$ cat src/rtl/uart_bridge_pkg.sv
// -----------------------------------------------------------------------------
// uart_bridge_pkg
// Shared types for the UART-to-I2C bridge front end:
//   - cmd_e    : 3-bit tag attached to every received byte
//   - ASCII_*  : command byte values recognised by the bridge
//   - state_e  : receiver FSM states (PARITY only when UART_RX_PARITY_EN is set)
//   - classify : maps an 8-bit byte onto its cmd_e tag
// Optional build macro: UART_RX_PARITY_EN (adds the PARITY receiver state).
// -----------------------------------------------------------------------------
package uart_bridge_pkg;

    typedef enum logic [2:0] {
        CMD_DATA    = 3'd0,
        CMD_START   = 3'd1,
        CMD_STOP    = 3'd2,
        CMD_READ    = 3'd3,
        CMD_WRITE   = 3'd4,
        CMD_GPIO_RD = 3'd5,
        CMD_GPIO_WR = 3'd6,
        CMD_PWRDN   = 3'd7
    } cmd_e;

    localparam logic [7:0] ASCII_START   = 8'h53;  // 'S'
    localparam logic [7:0] ASCII_STOP    = 8'h50;  // 'P'
    localparam logic [7:0] ASCII_READ    = 8'h52;  // 'R'
    localparam logic [7:0] ASCII_WRITE   = 8'h57;  // 'W'
    localparam logic [7:0] ASCII_GPIO_RD = 8'h49;  // 'I'
    localparam logic [7:0] ASCII_GPIO_WR = 8'h4F;  // 'O'
    localparam logic [7:0] ASCII_PWRDN   = 8'h5A;  // 'Z'

`ifdef UART_RX_PARITY_EN
    typedef enum logic [2:0] {
        ST_IDLE   = 3'd0,
        ST_START  = 3'd1,
        ST_DATA   = 3'd2,
        ST_PARITY = 3'd3,
        ST_STOP   = 3'd4,
        ST_BREAK  = 3'd5
    } state_e;
`else
    typedef enum logic [2:0] {
        ST_IDLE   = 3'd0,
        ST_START  = 3'd1,
        ST_DATA   = 3'd2,
        ST_STOP   = 3'd4,
        ST_BREAK  = 3'd5
    } state_e;
`endif

    function automatic cmd_e classify(input logic [7:0] b);
        cmd_e c;
        case (b)
            ASCII_START:   c = CMD_START;
            ASCII_STOP:    c = CMD_STOP;
            ASCII_READ:    c = CMD_READ;
            ASCII_WRITE:   c = CMD_WRITE;
            ASCII_GPIO_RD: c = CMD_GPIO_RD;
            ASCII_GPIO_WR: c = CMD_GPIO_WR;
            ASCII_PWRDN:   c = CMD_PWRDN;
            default:       c = CMD_DATA;
        endcase
        return c;
    endfunction

endpackage

$ cat src/rtl/sync_fifo.sv
// -----------------------------------------------------------------------------
// sync_fifo
// Single-clock FIFO with registered storage; head entry is read directly from
// the storage array so it is stable until popped (no fall-through).
//   clk, rst_n : clock, asynchronous active-low reset (storage cleared to 0)
//   push_i     : write wdata_i; accepted when not full, or full with a pop
//   pop_i      : remove head; ignored when empty
//   wdata_i    : entry to write
//   rdata_o    : head entry
//   count_o    : occupancy, updated on the same edge as each push/pop
//   full_o     : count_o == DEPTH
//   empty_o    : count_o == 0
// -----------------------------------------------------------------------------
module sync_fifo #(
    parameter int WIDTH = 11,
    parameter int DEPTH = 16
) (
    input  logic                       clk,
    input  logic                       rst_n,
    input  logic                       push_i,
    input  logic                       pop_i,
    input  logic [WIDTH-1:0]           wdata_i,
    output logic [WIDTH-1:0]           rdata_o,
    output logic [$clog2(DEPTH+1)-1:0] count_o,
    output logic                       full_o,
    output logic                       empty_o
);

    localparam int PTR_W = $clog2(DEPTH);
    localparam int CNT_W = $clog2(DEPTH + 1);

    logic [WIDTH-1:0] mem_q [DEPTH];
    logic [PTR_W-1:0] wr_ptr_q;
    logic [PTR_W-1:0] rd_ptr_q;
    logic [CNT_W-1:0] count_q;
    logic             do_push_s;
    logic             do_pop_s;

    assign full_o    = (count_q == CNT_W'(DEPTH));
    assign empty_o   = (count_q == {CNT_W{1'b0}});
    assign do_pop_s  = pop_i & ~empty_o;
    // A full FIFO still accepts a write when the head leaves on the same edge.
    assign do_push_s = push_i & (~full_o | do_pop_s);
    assign rdata_o   = mem_q[rd_ptr_q];
    assign count_o   = count_q;

    // Storage, pointers and occupancy; pointers wrap naturally (DEPTH is 2^n).
    always_ff @(posedge clk or negedge rst_n) begin
        if (!rst_n) begin
            for (int i = 0; i < DEPTH; i++) begin
                mem_q[i] <= {WIDTH{1'b0}};
            end
            wr_ptr_q <= {PTR_W{1'b0}};
            rd_ptr_q <= {PTR_W{1'b0}};
            count_q  <= {CNT_W{1'b0}};
        end else begin
            if (do_push_s) begin
                mem_q[wr_ptr_q] <= wdata_i;
                wr_ptr_q        <= wr_ptr_q + PTR_W'(1);
            end
            if (do_pop_s) begin
                rd_ptr_q <= rd_ptr_q + PTR_W'(1);
            end
            case ({do_push_s, do_pop_s})
                2'b10:   count_q <= count_q + CNT_W'(1);
                2'b01:   count_q <= count_q - CNT_W'(1);
                default: count_q <= count_q;
            endcase
        end
    end

endmodule

$ cat src/rtl/uart_rx_cmd_fifo.sv
// -----------------------------------------------------------------------------
// uart_rx_cmd_fifo
// 16x-oversampling UART receiver that tags each byte as a bridge command or
// payload and queues {tag, byte} for the downstream command sequencer.
//   clk, rst_n  : clock, asynchronous active-low reset
//   baud_div    : clk cycles per oversample tick (0 behaves as 1), used live
//   parity_odd  : 1 = odd, 0 = even parity (only with UART_RX_PARITY_EN)
//   rx          : asynchronous serial input, idle high
//   out_valid / out_ready / out_data / out_cmd : head-of-FIFO stream
//   fifo_count  : FIFO occupancy
//   overflow    : pulse, good byte dropped on a full FIFO
//   frame_err   : pulse, stop bit sampled low
//   parity_err  : pulse, parity mismatch (tied 0 unless UART_RX_PARITY_EN)
// Optional build macro: UART_RX_PARITY_EN (one parity bit after the data bits).
// -----------------------------------------------------------------------------
module uart_rx_cmd_fifo
    import uart_bridge_pkg::*;
#(
    parameter int DATA_BITS  = 8,
    parameter int FIFO_DEPTH = 16,
    parameter int DIV_W      = 16
) (
    input  logic                            clk,
    input  logic                            rst_n,
    input  logic [DIV_W-1:0]                baud_div,
    input  logic                            parity_odd,
    input  logic                            rx,
    output logic                            out_valid,
    input  logic                            out_ready,
    output logic [DATA_BITS-1:0]            out_data,
    output logic [2:0]                      out_cmd,
    output logic [$clog2(FIFO_DEPTH+1)-1:0] fifo_count,
    output logic                            overflow,
    output logic                            frame_err,
    output logic                            parity_err
);

    localparam int ENT_W = DATA_BITS + 3;

    logic                 sync1_q;
    logic                 rx_s;
    logic [DIV_W-1:0]     tick_cnt_q, tick_cnt_d, reload_s;
    logic                 tick_s, restart_s;
    state_e               state_q, state_d;
    logic [3:0]           samp_q, samp_d;
    logic [2:0]           bit_q, bit_d;
    logic [DATA_BITS-1:0] shift_q, shift_d;
    logic                 push_q, push_d;
    logic                 ferr_q, ferr_d;
    logic                 ovf_q;
    logic                 par_bad_s;
    cmd_e                 cmd_s;
    logic                 pop_s, full_s, empty_s;
    logic [ENT_W-1:0]     head_s;

`ifdef UART_RX_PARITY_EN
    logic                 par_q, par_d;
    logic                 perr_q, perr_d;
    // Mismatch when the received bit differs from the required parity bit.
    assign par_bad_s  = par_q ^ (^shift_q) ^ parity_odd;
    assign parity_err = perr_q;
`else
    logic                 unused_parity_s;
    assign unused_parity_s = parity_odd;
    assign par_bad_s  = 1'b0;
    assign parity_err = 1'b0;
`endif

    generate
        if (DATA_BITS == 8) begin : g_classify
            assign cmd_s = classify(shift_q);
        end else begin : g_no_classify
            assign cmd_s = CMD_DATA;
        end
    endgenerate

    assign reload_s = (baud_div == {DIV_W{1'b0}}) ? {DIV_W{1'b0}}
                                                  : baud_div - DIV_W'(1);
    assign tick_s   = (tick_cnt_q == {DIV_W{1'b0}});

    // Oversample tick down-counter; realigned to the start-bit edge.
    always_comb begin
        tick_cnt_d = tick_cnt_q - DIV_W'(1);
        if (restart_s || tick_s) begin
            tick_cnt_d = reload_s;
        end else begin
            tick_cnt_d = tick_cnt_q - DIV_W'(1);
        end
    end

    // Receiver next-state: start qualification, bit sampling, stop check.
    always_comb begin
        state_d   = state_q;
        samp_d    = samp_q;
        bit_d     = bit_q;
        shift_d   = shift_q;
        push_d    = 1'b0;
        ferr_d    = 1'b0;
        restart_s = 1'b0;
`ifdef UART_RX_PARITY_EN
        par_d     = par_q;
        perr_d    = 1'b0;
`endif
        case (state_q)
            ST_IDLE: begin
                samp_d = 4'd0;
                bit_d  = 3'd0;
                if (!rx_s) begin
                    state_d   = ST_START;
                    restart_s = 1'b1;
                end else begin
                    state_d   = ST_IDLE;
                end
            end
            ST_START: begin
                if (tick_s) begin
                    if (samp_q == 4'd7) begin
                        samp_d  = 4'd0;
                        // A start bit that is high again at mid-bit was a glitch.
                        state_d = rx_s ? ST_IDLE : ST_DATA;
                    end else begin
                        samp_d  = samp_q + 4'd1;
                    end
                end else begin
                    samp_d = samp_q;
                end
            end
            ST_DATA: begin
                if (tick_s) begin
                    samp_d = samp_q + 4'd1;
                    if (samp_q == 4'd15) begin
                        shift_d = {rx_s, shift_q[DATA_BITS-1:1]};
                        if (bit_q == 3'(DATA_BITS - 1)) begin
                            bit_d   = 3'd0;
`ifdef UART_RX_PARITY_EN
                            state_d = ST_PARITY;
`else
                            state_d = ST_STOP;
`endif
                        end else begin
                            bit_d   = bit_q + 3'd1;
                        end
                    end else begin
                        shift_d = shift_q;
                    end
                end else begin
                    samp_d = samp_q;
                end
            end
`ifdef UART_RX_PARITY_EN
            ST_PARITY: begin
                if (tick_s) begin
                    samp_d = samp_q + 4'd1;
                    if (samp_q == 4'd15) begin
                        par_d   = rx_s;
                        state_d = ST_STOP;
                    end else begin
                        par_d   = par_q;
                    end
                end else begin
                    samp_d = samp_q;
                end
            end
`endif
            ST_STOP: begin
                if (tick_s) begin
                    samp_d = samp_q + 4'd1;
                    if (samp_q == 4'd15) begin
`ifdef UART_RX_PARITY_EN
                        perr_d = par_bad_s;
`endif
                        if (rx_s) begin
                            push_d  = ~par_bad_s;
                            state_d = ST_IDLE;
                        end else begin
                            ferr_d  = 1'b1;
                            state_d = ST_BREAK;
                        end
                    end else begin
                        state_d = ST_STOP;
                    end
                end else begin
                    samp_d = samp_q;
                end
            end
            ST_BREAK: begin
                if (rx_s) begin
                    state_d = ST_IDLE;
                end else begin
                    state_d = ST_BREAK;
                end
            end
            default: begin
                state_d = ST_IDLE;
            end
        endcase
    end

    // Synchronizer, tick counter, FSM state and registered pulse outputs.
    always_ff @(posedge clk or negedge rst_n) begin
        if (!rst_n) begin
            sync1_q    <= 1'b1;
            rx_s       <= 1'b1;
            tick_cnt_q <= {DIV_W{1'b0}};
            state_q    <= ST_IDLE;
            samp_q     <= 4'd0;
            bit_q      <= 3'd0;
            shift_q    <= {DATA_BITS{1'b0}};
            push_q     <= 1'b0;
            ferr_q     <= 1'b0;
            ovf_q      <= 1'b0;
`ifdef UART_RX_PARITY_EN
            par_q      <= 1'b0;
            perr_q     <= 1'b0;
`endif
        end else begin
            sync1_q    <= rx;
            rx_s       <= sync1_q;
            tick_cnt_q <= tick_cnt_d;
            state_q    <= state_d;
            samp_q     <= samp_d;
            bit_q      <= bit_d;
            shift_q    <= shift_d;
            push_q     <= push_d;
            ferr_q     <= ferr_d;
            ovf_q      <= push_q & full_s & ~pop_s;
`ifdef UART_RX_PARITY_EN
            par_q      <= par_d;
            perr_q     <= perr_d;
`endif
        end
    end

    assign pop_s = ~empty_s & out_ready;

    sync_fifo #(
        .WIDTH (ENT_W),
        .DEPTH (FIFO_DEPTH)
    ) u_fifo (
        .clk     (clk),
        .rst_n   (rst_n),
        .push_i  (push_q),
        .pop_i   (pop_s),
        .wdata_i ({cmd_s, shift_q}),
        .rdata_o (head_s),
        .count_o (fifo_count),
        .full_o  (full_s),
        .empty_o (empty_s)
    );

    assign out_valid = ~empty_s;
    assign out_data  = head_s[DATA_BITS-1:0];
    assign out_cmd   = head_s[ENT_W-1:DATA_BITS];
    assign overflow  = ovf_q;
    assign frame_err = ferr_q;

endmodule

$ cat config.mk
export PLATFORM = sky130hd
export DESIGN_NAME = uart_rx_cmd_fifo
export DESIGN_NICKNAME = d
export VERILOG_FILES = /design/src/rtl/uart_bridge_pkg.sv /design/src/rtl/sync_fifo.sv /design/src/rtl/uart_rx_cmd_fifo.sv
export SDC_FILE = /design/constraint.sdc
export NUM_CORES = 1
export LEC_CHECK = 0
export CAP_MARGIN = 0
export CORE_MARGIN = 2
export CORE_UTILIZATION = 25
export CTS_BUF_LIST = sky130_fd_sc_hd__clkbuf_16
export DETAILED_ROUTE_END_ITERATION = 16
export PLACE_DENSITY = 0.43
export SKIP_CTS_REPAIR_TIMING = 1
export SLEW_MARGIN = 15
export SYNTH_ARGS = -nofsm -noshare
export SYNTH_HDL_FRONTEND = slang
export SYNTH_HIERARCHICAL = 1
export SYNTH_SLANG_ARGS = --single-unit
$ cat constraint.sdc
create_clock -name clk -period 3.7 [get_ports clk]
set_clock_uncertainty 0.2 [all_clocks]
set_input_delay 0.74 -clock clk [delete_from_list [all_inputs] [get_ports clk]]
set_output_delay 0.74 -clock clk [all_outputs]
set_load 0.05 [all_outputs]
# Yosys cells after proc, flatten, opt, wreduce, memory -nomap -nowiden
# Index checks and enable logic that the tools add are counted.
# op_classes
magnitude_cmp	3
bitwise	11
eq_ne	24
n_reduce_logical	14
add_sub_neg	8
muxes	38
# ops
op	count
$bwmux 176	1
$eq 8x7->1 const B	7
$bmux 11 s4	1
$demux 11 s4	1
$mux 11	3
$mux 3	11
$logic_not 16->1	2
$mux 16	2
$sub 16x1->16 const B	2
$pmux 3 s7	1
$pmux 3 s5	1
$add 4x1->4 const B	3
$mux 4	3
$ne 2x2->1 const B	6
$pmux 4 s3	1
$ge 5x5->1 const B	2
$mux 1	10
$not 4->5	2
$pmux 5 s2	1
$eq 3x3->1 const B	3
$reduce_and 3->1	3
$pmux 3 s2	1
$reduce_and 6->1	1
$add 5x1->5 const B	1
22 further kinds	29
# word_totals
regBits	228
inputBits	21
output_inout_bits	20

# Logic depth before layout (Yosys ltp)
# logic_depth
ltp_word	8
ltp_mapped	14
mapped_depth_nobuf	12

# Cells and area by module
# Netlist, hierarchy kept.
# modules_own_cells
mod	area_per_inst_um2	seq_area_each_um2	instances	cells_each
sync_fifo	8957.3	4729.5	1	571
uart_rx_cmd_fifo	2448.6	978.4	1	248

# Worst setup path after synthesis
# Ideal clock, no wire load.
# synth_path
path_type	register to register
startpoint	register u_fifo.count_q[1] (netlist: u_fifo/count_o[1])
endpoint	register u_fifo.count_q[4] (netlist: u_fifo/count_o[4])
slack_ns	0.047
setup_time_ns	0.126
stages_incl_launch_ff	14
arrival_time_ns	3.327
path_cell_list	dfrtp_1 -> or4_1 -> clkbuf_1 -> nor2_1 -> nor2b_1 -> buf_2 -> o21ai_1 -> nor2_1 -> ha_1 -> nor2b_1 -> o21ai_0 -> a21bo_2 -> a21oi_1 -> a311o_1
# synth_via
elab_chain_len	8
# synth_rtl
item	line_no	source
from (decl)	sync_fifo.sv:35	logic [CNT_W-1:0] count_q;
from (signal assigned)	sync_fifo.sv:55	count_q <= {CNT_W{1'b0}};
from (signal assigned)	sync_fifo.sv:65	2'b10: count_q <= count_q + CNT_W'(1);
from (signal assigned)	sync_fifo.sv:66	2'b01: count_q <= count_q - CNT_W'(1);
$logic_not 5->1 (*)	sync_fifo.sv:40	assign empty_o = (count_q == {CNT_W{1'b0}});
via empty_s	uart_rx_cmd_fifo.sv:53	logic pop_s, full_s, empty_s;
$not 1->1 (*)	uart_rx_cmd_fifo.sv:234	assign pop_s = ~empty_s & out_ready;
$and 1x1->1 (*)	uart_rx_cmd_fifo.sv:234	
via pop_s	uart_rx_cmd_fifo.sv:53	
$and 1x1->1 (*)	sync_fifo.sv:41	assign do_pop_s = pop_i & ~empty_o;
$or 1x1->1	sync_fifo.sv:43	assign do_push_s = push_i & (~full_o | do_pop_s);
$and 1x1->1	sync_fifo.sv:43	
$eq 2x1->1 or $eq 2x2->1 (tied branches)	sync_fifo.sv:64	case ({do_push_s, do_pop_s})
$pmux 5 s2 or $reduce_bool 2->1 (tied branches)	n/a	
# The timed path passes the listed nets; every way through them passes the cells marked *.
# A chain may end at the register's enable or synchronous reset.

# Worst setup path in the final report
# layout_path
startpoint	register u_fifo.rd_ptr_q[0]
endpoint	output out_data[5]
# layout_via
elab_chain_len	4
# layout_rtl
item	line_no	source
from (decl)	sync_fifo.sv:34	logic [PTR_W-1:0] rd_ptr_q;
from (signal assigned)	sync_fifo.sv:54	rd_ptr_q <= {PTR_W{1'b0}};
from (signal assigned)	sync_fifo.sv:62	rd_ptr_q <= rd_ptr_q + PTR_W'(1);
$not 4->5 (implied by the code)	sync_fifo.sv:44	assign rdata_o = mem_q[rd_ptr_q];
$bmux 11 s4	sync_fifo.sv:44	
$mux 11 (implied by the code) (2 in series)	sync_fifo.sv:44	
to (decl)	uart_rx_cmd_fifo.sv:30	output logic [DATA_BITS-1:0] out_data,
# Every way passes these cells. The select of a mux whose other input is x is not followed.

==> out/qor.txt <==
Outcome = finished, final reports clean
Antenna cells = 0
Post-Synthesis Net Count = 855
Post-synthesis area per instance = 13.9 um^2
Largest net degree at the start of global routing = 72
DR vias/cell = 4.55
Wire length reported by the detailed router = 27200 um
Floorplan die area = 47300 um^2
H-tree lvl count = 1
Overall die width = 218 um
Number of global-route vias before repair = 7174
Buffers from clock root to sink, at most = 3
Clk pwr share = 0.375
Largest stage delay, worst path = 550 ps
Data arrival time of the critical path = 2570 ps
Setup-violating endpoint count in the final report = 0
Commonest cells in the synthesized netlist = 226 x dfrtp_1, 176 x mux2_2, 55 x mux4_2
Post-synth cell types = 71
Cell-by-cell listing of the critical path = buf_12 > mux4_2 > mux4_2 > buf_4
Critical-path maximum fanout = 22
Final std cells w/o fill = 1506
Kind of start point of the critical path = flop
Gate Count Post-Synth = 819
Worst setup EP type = primary output
Worst-path clk slew = 50 ps
Number of routed nets with antenna violations = 0
CTS tree = done
Initial standard-cell utilization of the core = 0.252
Upper clock frequency limit = 0.285 GHz
CP delay by family, top = multiplexers
Final hold slack = 155 ps
Setup repair after global routing missed its margin = no
Worst VDD drop = 315 uV
Critical path's most frequent cell = mux4_2
Overall die height = 218 um
Placed wire-length estimate = 18000 um
Total iterations of the first detailed-routing run = 4
Critical Path RT = 2760 ps
Final routed wire length divided by cell count = 18.1 um
Yosys reg bits = 228
Main synth FF type = dfrtp_1
Worst Max-Slew Pin Slew = 893 ps
Area added between synthesis and finish = 18.4%
Synth warnings = 6
Vias = 6854
CTS sink cnt = 228
CTS buffer count = 28
Placer's final routability congestion estimate = 0.716
Share of cells above drive strength 1 = 0.404
Number of endpoints with negative hold slack in the final report = 0
Max-slew headroom = 0.404
Number of placement rows = 78
Buf/Inv on CP = 2
Switching Fraction = 0.304
Fraction of registers with async set or reset after synthesis = 1.00
Count of routing violations after the opening detailed-route iteration = 333
Leading area contributor after synthesis = dfrtp_1
Final period util = 0.949
Number of enable-type register cells in the synthesized netlist = 0
Crit Path Category = flop to primary output
NetSw = 2.11 mW
Register area share after synthesis = 0.500
Core area = 45200 um^2
Final-stage net count = 920
Initial antenna violation count = 0
Most repeated cell in the gate-level netlist after synthesis = dfrtp_1
Max-slew violation count = 0
Clock Root Buffer = clkbuf_16
All-Layer GR Usage = 0.117
Part of the total power dissipated in combinational logic = 0.228
Proportion of power drawn by flip-flops and latches = 0.397
Worst skew pair latency = 540 ps
Post-layout minimum cycle time = 3510 ps
Final routed DRC violation total = 0
Placed cells = 1452
Int Power = 4.84 mW
Global-route wire length before repair = 43200 um
Overflow after GRT = 0
Static Leak = 6.05 nW
Worst min-delay path category = flop to flop
Top-level I/O count = 41
Fraction of post-synthesis cell area in the top cell type by area = 0.496
Biggest area contributors in the synthesized netlist = dfrtp_1 50%, mux2_2 17%, mux4_2 11%, xnor2_1 2.1%, ha_1 1.5%
Area of the mapped netlist = 11400 um^2
Master of the slowest instance on the critical path = mux4_2
Pwr Density = 515 nW/um^2
IO buf count = 38
# Max-Cap Violations = 0
==> flip-flops by register name, indices dropped and copies added, names as in the netlist <==
signal	count
overflow	1
u_fifo/count_o	5
shift_q	8
u_fifo/rd_ptr_q	4
u_fifo/mem_q	176
samp_q	4
bit_q	3
u_fifo/wr_ptr_q	4
rx_s	1
sync1_q	1
state_q	3
push_q	1
tick_cnt_q	16
frame_err	1
==> path summary, 6_finish.rpt <==
kind	from	end	slack (ps)	cells after the start
worst min-delay path	sync1_q$_DFF_PN1_	rx_s$_DFF_PN1_	160	0
worst max-delay path	u_fifo/rd_ptr_q[0]$_DFFE_PN0N_	out_data[5]	190	4
worst max register to register	u_fifo/count_o[0]$_DFFE_PN0P_	u_fifo/count_o[3]$_DFFE_PN0P_	330	12
min in group asynchronous	rst_n	u_fifo/mem_q[167]$_DFFE_PN0P_	490	2
worst min register to register	sync1_q$_DFF_PN1_	rx_s$_DFF_PN1_	160	0
max in group asynchronous	rst_n	u_fifo/mem_q[96]$_DFFE_PN0P_	1940	3
==> kinds of logic (layout without fill, tap and decap cells) <==
group                      count (synthesis)  after routing  share of synthesized area
AOI/OAI and AO/OA                         72             72                     0.0461
xor gates and xnor gates                  36             36                     0.0276
adders and majority gates                 15             15                     0.0171
buffers and inverters                     72            159                     0.0365
DFF                                      228            228                      0.500
muxes                                    246            246                      0.297
other                                      1              1                   0.000329
and+or+nand+nor                          149            149                     0.0753
==> layout make-up <==
| class | instances | area (um^2) |
|---|---|---|
| clock buffers | 29 | 726 |
| clock inverters | 23 | 148 |
| fillers | 4560 | 31700 |
| inverters | 16 | 60.1 |
| multi-input cells | 519 | 5300 |
| flip-flops and latches | 228 | 5710 |
| well taps | 600 | 751 |
| repair buffers | 91 | 811 |
==> placed cells by master (no fill, tap or decap), types with 5 or more instances in the layout <==
| cell | count |
|---|---|
| nor3_2 | 5 |
| mux2_2 | 176 |
| clkbuf_16 | 29 |
| mux2_1 | 10 |
| nand3_1 | 11 |
| dfrtp_1 | 224 |
| buf_4 | 59 |
| xor2_1 | 9 |
| clkdlybuf4s50_1 | 25 |
| mux2i_1 | 5 |
| nor2b_1 | 5 |
| nor3_1 | 8 |
| ha_1 | 14 |
| o22ai_2 | 5 |
| nand2_1 | 28 |
| xnor2_1 | 27 |
| inv_1 | 24 |
| clkinv_1 | 8 |
| mux4_2 | 55 |
| a21oi_1 | 12 |
| nor2_1 | 43 |
| nand2b_1 | 6 |
| o22ai_1 | 9 |
| o21ai_0 | 14 |
==> per-layer routing <==
layer,GRT usage,share of wire,vias to the layer above
met2,0.196,0.48,73
met4,0.0269,0.019,0
met1,0.159,0.48,3588
li1,-,-,3158
met5,0,0,-
met3,0.0198,0.026,35
==> per-stage QoR <==
stage / area (um^2) / setup WS [ps] / power [mW] / util / TNS (ps)
floorplan: 11400 / 47.2 / 3.89 / - / 0
global placement: 12600 / 201 / 4.42 / 0.279 / 0
detailed placement: 12600 / 175 / 4.42 / 0.279 / 0
CTS: 13500 / -66.1 / 7.09 / 0.299 / -74.9
global route: 13500 / 102 / 7.33 / 0.299 / 0
finish: 13500 / 189 / 6.96 / 0.299 / 0
==> power by group through the flow <==
stage	clock (mW)	combinational [mW]	sequential, mW
6_report	2.61	1.59	2.76
5_1_grt	2.82	1.73	2.78
4_1_cts	2.71	1.58	2.80
3_5_place_dp	0	1.58	2.84
3_3_place_gp	0	1.58	2.85
2_1_floorplan	0	1.01	2.87
No activity file was read; power rests on OpenSTA's default activity.
